## src/rtl/systolic_pkg.sv

```systemverilog
// Shared definitions for the systolic array and its frame sequencer.
// Latency: none (types and constants only).
// Backpressure: not applicable.
package systolic_pkg;

  // Sequencer phases: wait for start, stream samples, flush with zeros, report end of frame.
  typedef enum logic [1:0] {
    ST_IDLE  = 2'd0,
    ST_RUN   = 2'd1,
    ST_DRAIN = 2'd2,
    ST_DONE  = 2'd3
  } seq_state_t;

  // Defaults kept in one place so the array and the sequencer agree on geometry.
  localparam int DEF_WIDTH      = 8;
  localparam int DEF_CELL_COUNT = 3;
  localparam int DEF_KERNEL_LEN = 12;

endpackage

```

## src/rtl/ce_tag_pipe.sv

```systemverilog
// Enable-gated 1-bit shift register marking which array outputs carry real samples.
// Latency: a tag leaves DEPTH ce-cycles after it enters; result_vld is combinational on ce.
// Backpressure: none; the pipe freezes whenever ce is low, exactly like the array.
module ce_tag_pipe
  import systolic_pkg::*;
#(
  parameter int DEPTH = DEF_CELL_COUNT
) (
  input  logic clk,
  input  logic rst,
  input  logic ce,
  input  logic tag_in,
  output logic result_vld
);

  logic [DEPTH-1:0] tags;

  // Advance the tags only on array ce-cycles so they stay aligned with the cell pipeline.
  always_ff @(posedge clk) begin
    if (rst) begin
      tags <= '0;
    end else if (ce) begin
      tags <= (tags << 1) | DEPTH'(tag_in);
    end
  end

  // The bit leaving the last stage on a ce-cycle says whether arr_y_out holds a real result.
  assign result_vld = ce & tags[DEPTH-1];

endmodule

```

## src/rtl/systolic_array_sequencer.sv

```systemverilog
// Frame controller: streams frame_len samples into the array, flushes CELL_COUNT zeros, emits tagged results.
// Latency: accept -> arr_x_in next cycle; result on m_data one cycle after the ce-cycle CELL_COUNT ce-cycles later.
// Backpressure: s_ready high only in RUN; input stalls freeze the array (no bubbles); m_valid cannot be stalled.
module systolic_array_sequencer
  import systolic_pkg::*;
#(
  parameter int WIDTH               = DEF_WIDTH,
  parameter int CELL_COUNT          = DEF_CELL_COUNT,
  parameter int CELL_MEM_ADDR_WIDTH = 4,
  parameter int KERNEL_LEN          = DEF_KERNEL_LEN,
  parameter int LEN_WIDTH           = 16
) (
  input  logic                           clk,
  input  logic                           rst,
  input  logic                           start,
  input  logic [LEN_WIDTH-1:0]           frame_len,
  input  logic [31:0]                    cfg_ctrl,
  input  logic                           s_valid,
  output logic                           s_ready,
  input  logic [WIDTH-1:0]               s_data,
  output logic                           arr_ce,
  output logic [31:0]                    arr_ctrl,
  output logic [CELL_MEM_ADDR_WIDTH-1:0] arr_mem_addr,
  output logic [WIDTH-1:0]               arr_x_in,
  input  logic [WIDTH-1:0]               arr_y_out,
  output logic                           m_valid,
  output logic [WIDTH-1:0]               m_data,
  output logic                           busy,
  output logic                           done
);

  localparam int DCW = $clog2(CELL_COUNT + 1);
  localparam logic [CELL_MEM_ADDR_WIDTH-1:0] ADDR_LAST = CELL_MEM_ADDR_WIDTH'(KERNEL_LEN - 1);

  seq_state_t                     state, next_state;
  logic [LEN_WIDTH-1:0]           len_q;
  logic [LEN_WIDTH-1:0]           cnt;
  logic [DCW-1:0]                 drain_cnt;
  logic [CELL_MEM_ADDR_WIDTH-1:0] addr;
  logic [CELL_MEM_ADDR_WIDTH-1:0] addr_next;
  logic                           tag_q;
  logic                           result_vld;
  logic                           start_frame;
  logic                           start_empty;
  logic                           accept;
  logic                           drain_issue;

  // State register.
  always_ff @(posedge clk) begin
    if (rst) begin
      state <= ST_IDLE;
    end else begin
      state <= next_state;
    end
  end

  // Next-state and per-cycle strobes; start is only honoured in IDLE.
  always_comb begin
    next_state  = state;
    start_frame = 1'b0;
    start_empty = 1'b0;
    accept      = 1'b0;
    drain_issue = 1'b0;
    case (state)
      ST_IDLE: begin
        if (start) begin
          if (frame_len != '0) begin
            start_frame = 1'b1;
            next_state  = ST_RUN;
          end else begin
            start_empty = 1'b1;
          end
        end
      end
      ST_RUN: begin
        if (s_valid) begin
          accept = 1'b1;
          if (cnt == len_q - LEN_WIDTH'(1)) begin
            next_state = ST_DRAIN;
          end
        end
      end
      ST_DRAIN: begin
        if (drain_cnt == DCW'(CELL_COUNT)) begin
          next_state = ST_DONE;
        end else begin
          drain_issue = 1'b1;
        end
      end
      ST_DONE: begin
        next_state = ST_IDLE;
      end
      default: begin
        next_state = ST_IDLE;
      end
    endcase
  end

  assign s_ready   = (state == ST_RUN);
  assign busy      = (state == ST_RUN) || (state == ST_DRAIN);
  assign addr_next = (addr == ADDR_LAST) ? '0 : addr + CELL_MEM_ADDR_WIDTH'(1);

  // Registered array drive: one ce-cycle per accepted sample or flush slot, frozen otherwise.
  always_ff @(posedge clk) begin
    if (rst) begin
      len_q        <= '0;
      cnt          <= '0;
      drain_cnt    <= '0;
      addr         <= '0;
      tag_q        <= 1'b0;
      arr_ce       <= 1'b0;
      arr_ctrl     <= '0;
      arr_mem_addr <= '0;
      arr_x_in     <= '0;
      m_valid      <= 1'b0;
      m_data       <= '0;
      done         <= 1'b0;
    end else begin
      arr_ce  <= accept | drain_issue;
      done    <= start_empty | (next_state == ST_DONE);
      m_valid <= result_vld;
      if (result_vld) begin
        m_data <= arr_y_out;
      end
      if (start_frame) begin
        len_q     <= frame_len;
        arr_ctrl  <= cfg_ctrl;
        cnt       <= '0;
        drain_cnt <= '0;
        addr      <= '0;
      end
      if (accept) begin
        arr_x_in     <= s_data;
        arr_mem_addr <= addr;
        addr         <= addr_next;
        cnt          <= cnt + LEN_WIDTH'(1);
        tag_q        <= 1'b1;
      end
      if (drain_issue) begin
        arr_x_in     <= '0;
        arr_mem_addr <= addr;
        addr         <= addr_next;
        drain_cnt    <= drain_cnt + DCW'(1);
        tag_q        <= 1'b0;
      end
      if (next_state == ST_DONE) begin
        arr_ctrl     <= '0;
        arr_mem_addr <= '0;
        arr_x_in     <= '0;
      end
    end
  end

  ce_tag_pipe #(
    .DEPTH(CELL_COUNT)
  ) u_tag_pipe (
    .clk       (clk),
    .rst       (rst),
    .ce        (arr_ce),
    .tag_in    (tag_q),
    .result_vld(result_vld)
  );

endmodule

```

## config.mk

```make
export PLATFORM = sky130hd
export DESIGN_NAME = systolic_array_sequencer
export DESIGN_NICKNAME = d
export VERILOG_FILES = /design/src/rtl/systolic_pkg.sv /design/src/rtl/ce_tag_pipe.sv /design/src/rtl/systolic_array_sequencer.sv
export SDC_FILE = /design/constraint.sdc
export NUM_CORES = 1
export LEC_CHECK = 0
export BUFFER_PORTS_ARGS = -buffer_cell sky130_fd_sc_hd__buf_2
export CORE_AREA = 2 2 98 100
export CTS_CLUSTER_DIAMETER = 200
export DETAILED_ROUTE_END_ITERATION = 8
export DIE_AREA = 0 0 100 102
export GPL_TIMING_DRIVEN = 1
export PLACE_DENSITY = 0.81
export RECOVER_POWER = 50
export SETUP_SLACK_MARGIN = 0.5
export SLEW_MARGIN = 20
export SYNTH_ARGS = -nofsm -noshare
export SYNTH_HDL_FRONTEND = slang
export SYNTH_SLANG_ARGS = --single-unit
```

## constraint.sdc

```tcl
create_clock -name clk -period 7.4 [get_ports clk]
set_input_delay 0.74 -clock clk [delete_from_list [all_inputs] [get_ports clk]]
set_output_delay 0.74 -clock clk [all_outputs]
set_load 0.1 [all_outputs]
```

After elaboration in Yosys (flattened, before gate mapping)
Cells that the tools add are included.

Muxes and demuxes: 26. Bitwise operators: 4. Reductions and logical operators: 10. $add $sub $neg: 4. Equal/unequal tests: 7.

Operator list (count): 16-bit 2-to-1 mux (2); 4-bit 2-to-1 mux (6); 16-bit by 1-bit adder with 16-bit output (second input constant) (1); 16-bit equality test (1); 16-bit nonzero test (1); 16-bit by 1-bit subtractor with 16-bit output (second input constant) (1); 2-bit 2-to-1 mux (7); 1-bit 2-to-1 mux (10); 2-bit equality test (second input constant) (4); 2-bit one-hot mux with 4 select lines (1); 2-bit nonzero test (3); 4-bit by 1-bit adder with 4-bit output (second input constant) (1); 4-bit equality test (second input constant) (1); 2-bit OR reduction (2); 3-bit by 1-bit OR with 3-bit output (1); 3-bit nonzero test (1); 3-bit OR reduction (1); 2-bit by 1-bit adder with 2-bit output (second input constant) (1); 2-bit by 1-bit equality test with 1-bit output (second input constant) (1); 2-bit logical NOT (1); 1-bit OR (2); 1-bit bitwise AND (1); 1-bit logical OR (1).

Register bits: 99. Logic and storage cells: 65. Output and inout port bits: 57. Input bits: 68.

Depth between registers and ports, before layout
Depth in word-level cells: 7. Depth in mapped cells: 9. Gate-level depth less buffers: 8.

Cells and area by module
From an unflattened synthesis, not the netlist that was laid out.

Cell total of the unflattened synthesis: 571. Area, all modules: 4933.5 µm².

By module, submodules not included: systolic_array_sequencer (times used 1, cells each 561, area an instance 4824.6 µm², sequential area each 1921.8 µm²); ce_tag_pipe (times used 1, cells each 10, area an instance 108.9 µm², sequential area each 60.1 µm²).

Worst setup path after synthesis
OpenSTA, ideal clock, no wires.

Path type: register to register. From: register state[1]. To: register arr_x_in[4]. Setup slack: 4.622 ns. Stages on the path, launching flop included: 9. Library setup time: 0.157 ns. Arrival time: 2.620 ns. Buffers on the path: 1. Required time: 7.243 ns. Clock period less this slack: 2.778 ns. Cells stage by stage: dfxtp_1 inv_1 ha_1 nor3_1 a21oi_1 nand2_1 a21oi_1 clkbuf_1 a2111oi_0.

Elaborated cells on any way between the ends: 14. Those cells by class: eq/ne (4); mux (8); reduce/logical (2).

RTL lines: start, declared (RTL line systolic_array_sequencer.sv:35) `seq_state_t state, next_state;`; start signal, assigned (RTL line systolic_array_sequencer.sv:53) `state <= next_state;`; 2-bit by 1-bit equality test with 1-bit output *; via s_ready (RTL line systolic_array_sequencer.sv:19) `output logic s_ready,`; 2-bit one-hot mux with 4 select lines (RTL line systolic_array_sequencer.sv:64) `case (state)`; 2-bit equality test (RTL line systolic_array_sequencer.sv:146) `if (next_state == ST_DONE) begin`; 3-bit OR reduction (no source line); end signal, assigned (RTL line systolic_array_sequencer.sv:133) `arr_x_in <= s_data;`; end, declared (RTL line systolic_array_sequencer.sv:24) `output logic [WIDTH-1:0] arr_x_in,`.

Mark *: on every way through the listed nets, which the timed path passes. The rest lies on a longest branch. A chain may end at the register's enable or synchronous reset.

Worst setup path after layout
From: input rst. To: register arr_x_in[4].

Longest elaborated chain between the ends: 1.

Ends and longest elaborated chain: start, declared (RTL line systolic_array_sequencer.sv:14) `input logic rst,`; 3-bit OR reduction (no source line).

Every way passes these cells.

==> results.txt <==
CTS clk-pin slew, worst paths: 0.11 ns
ratio of routed vias to standard cells: 5.77
Hold Crit Class: reg2reg
final WL: 12000 µm
Worst R2R Setup Slack: 3.85 ns
#FFs+latches synth: 99
clock tree skew after final layout: 0.0260 ns
total power draw: 1.43 mW
chip width: 100 µm
layout overhead on the synthesized area: 15.4%
clock latency at the later pin of the worst-skew pair: 0.37 ns
YS warnings: 0
endpoints failing hold: 0
commonest non-fill, non-tap cell in the layout: sky130_fd_sc_hd__nand2_1
required time worst endpoint: 7.63 ns
fraction of layout cells with a size suffix above 1: 20.0%
final max-slew violation count: 84
DR WL/cell: 15.5 µm
final critical path time including I/O delays and setup: 4.98 ns
hold buffers post-CTS: 0
Detail Placement HPWL: 8420 µm
violated checks: max-capacitance violations, max-slew violations
final-layout setup total negative slack: 0 ns
CTS H-tree depth: 3
global-route wire length before repair: 19100 µm
uppermost layer routed: met4
number of antenna violations at the first check in global routing: 0
detailed router's first-iteration violation count: 234
# Max-Cap Violations: 1
Antenna Cells: 0
count of flip-flops with a built-in enable after synthesis: 0
starting density of the core: 53.7%
WP buf/inv: 2
largest delay contributor family on the critical path: buffers and inverters
routed wl met2: 6220 µm
sum of overflow across all layers after global routing: 0
number of buffers created by CTS: 9
maximum buffer depth of the clock tree: 2
Worst Setup Slack post-DPL: 3.49 ns
floorplan die area: 10200 µm²
combined global-route utilization of all metal layers: 22.9%
transition time at the pin with the least slew margin: 4.65 ns
clock sink count: 99
antenna viol nets, final: 0
standby leakage power: 1.99 nW
final core area utilization: 62.0%
number of fill cells in the layout: 855
largest net degree at the start of global routing: 84
net count of the finished layout: 736
critical path start-end classification: in2reg
post-CTS setup buffer count: 0
routed wire length on met3: 487 µm
largest voltage drop on the vdd net: 0.000178 V
Post-Synthesis Mean Instance Area: 8.69 µm²
remaining routing DRC violations: 0
maximum cell stage delay along the critical path: 3.22 ns
Critical Path, Cell by Cell: clkbuf_1, inv_1, nand2_1, a2111oi_0
Critical Path End Type: flip-flop
cell area after technology mapping: 4890 µm²
Pwr per Cell Area: 254 nW/µm²
number of global-route vias before repair: 4147
Fmax: 0.201 GHz
critical path launch point type: primary input
post-route insts no fill: 777
met1 wire length: 5000 µm
post-route clock period utilization: 67.4%
max-slew headroom at the worst pin: -210%
highest-count cells in the layout ignoring fill and taps: sky130_fd_sc_hd__nand2_1, sky130_fd_sc_hd__dfxtp_1, sky130_fd_sc_hd__buf_2
Critical Path Slowest Stage Cell: sky130_fd_sc_hd__clkbuf_1
arrival time worst endpoint: 5.21 ns
outcome: finished with violations
drt pass-1 iters: 4
maximum fanout along the worst path: 83
floorplan row count: 35
async set or reset register ratio after synthesis: 0%
Ports: 125
unrepaired setup endpoints after global routing: false
Core Footprint: 9110 µm²
Die Span Y: 102 µm
Final setup viols: 0
last weighted congestion value of the routability-driven placer: 0.878
Post-Synthesis Net Count: 638
setup slack of the critical path after layout: 2.42 ns
port buffer count: 124
number of cells produced by synthesis: 563
CTS tree: built
post_cts resized: 0
library cell used as clock root buffer: sky130_fd_sc_hd__clkbuf_8
total via count after detailed routing: 4484
sequential fraction of the synthesis area: 40.5%
most used flip-flop cell after synthesis: sky130_fd_sc_hd__dfxtp_1
count of distinct cell types in the synthesized netlist: 51
Inst Count DP: 761
[power by group]
| part | switching (mW) | internal [mW] |
|---|---|---|
| registers | 0.0335 | 0.570 |
| clock network | 0.201 | 0.128 |
| logic | 0.381 | 0.119 |
| total | 0.616 | 0.816 |
[layer usage]
layer | vias up | GRT usage (%)
met4 | 0 | 10.2
met1 | 2147 | 27.8
met3 | 22 | 3.83
li1 | 2203 | -
met5 | - | 0
met2 | 112 | 40.2
[per-stage QoR]
| step | cell area (µm²) | hold slack [ns] |
|---|---|---|
| global placement | 5530 | 0.439 |
| global route | 5640 | 0.494 |
| floorplan | 4890 | 0.440 |
| detailed placement | 5530 | 0.447 |
| finish | 5640 | 0.467 |
| CTS | 5720 | 0.463 |
[layout make-up]
class                      instances  area, µm²  share of cell area, %
clock buffer                       9        124                   2.20
clock inverter                     7       61.3                   1.09
inverter                           8       30.0                  0.532
multi-input combinational        415       2730                   48.4
sequential                        99       1980                   35.1
tap                              111        139                   2.46
timing repair buffer             128        578                   10.2
[worst paths after layout]
| kind | startpoint | cells past startpoint | to |
|---|---|---|---|
| min | m_data[0] | 2 | m_data[0] |
| min reg2reg | m_data[0] | 2 | m_data[0] |
| max | rst | 4 | arr_x_in[4] |
| max reg2reg | len_q[0] | 9 | arr_mem_addr[2] |
[cells in the mapped netlist (6+ instances only)]
| cell type | n | area share (%) |
|---|---|---|
| sky130_fd_sc_hd__a2111oi_2 | 33 | 10 |
| sky130_fd_sc_hd__a21oi_1 | 38 | 3.9 |
| sky130_fd_sc_hd__a31oi_1 | 7 | 0.90 |
| sky130_fd_sc_hd__and3_1 | 6 | 0.77 |
| sky130_fd_sc_hd__buf_1 | 6 | 0.46 |
| sky130_fd_sc_hd__clkbuf_1 | 30 | 2.3 |
| sky130_fd_sc_hd__dfxtp_1 | 99 | 41 |
| sky130_fd_sc_hd__ha_1 | 7 | 1.8 |
| sky130_fd_sc_hd__inv_1 | 8 | 0.61 |
| sky130_fd_sc_hd__nand2_1 | 148 | 11 |
| sky130_fd_sc_hd__nand2b_1 | 6 | 0.77 |
| sky130_fd_sc_hd__nand3_1 | 22 | 2.3 |
| sky130_fd_sc_hd__nand4_1 | 6 | 0.77 |
| sky130_fd_sc_hd__nor2_1 | 31 | 2.4 |
| sky130_fd_sc_hd__nor3_1 | 8 | 0.82 |
| sky130_fd_sc_hd__nor4_1 | 13 | 1.7 |
| sky130_fd_sc_hd__o21ai_0 | 9 | 0.92 |
| sky130_fd_sc_hd__or3_1 | 6 | 0.77 |
| sky130_fd_sc_hd__xnor2_1 | 13 | 2.3 |
| sky130_fd_sc_hd__xor2_1 | 15 | 2.7 |
[worst reg2reg max path: stages (launching register included)]
cell and delay, ns:
sky130_fd_sc_hd__dfxtp_1 0.38, sky130_fd_sc_hd__inv_1 0.08, sky130_fd_sc_hd__ha_1 0.24, sky130_fd_sc_hd__nor3b_1 0.73, sky130_fd_sc_hd__o2111ai_1 0.27, sky130_fd_sc_hd__a2bb2oi_1 0.19
sky130_fd_sc_hd__and4bb_4 0.23, sky130_fd_sc_hd__a31oi_4 0.31, sky130_fd_sc_hd__buf_4 0.63, sky130_fd_sc_hd__nor4_1 0.16
[flip-flops by register name (all words and copies together), names as in the netlist, 2 cells and up]
register / count
state: 2
arr_mem_addr: 4
len_q: 16
cnt: 16
drain_cnt: 2
m_data: 8
arr_x_in: 8
arr_ctrl: 32
u_tag_pipe.tags: 3
addr: 4
[kinds of logic after synthesis]
group / Yosys count / synth area share, %
multiplexers: 5 / 1.05
adder cells (fa/ha/maj): 7 / 1.79
AND/OR/NAND/NOR: 258 / 23.7
XOR/XNOR: 29 / 5.47
AO/OA/AOI/OAI: 116 / 23.1
buffers and inverters: 49 / 4.40
flip-flops: 99 / 40.5
(Power assumes the default switching activity.)
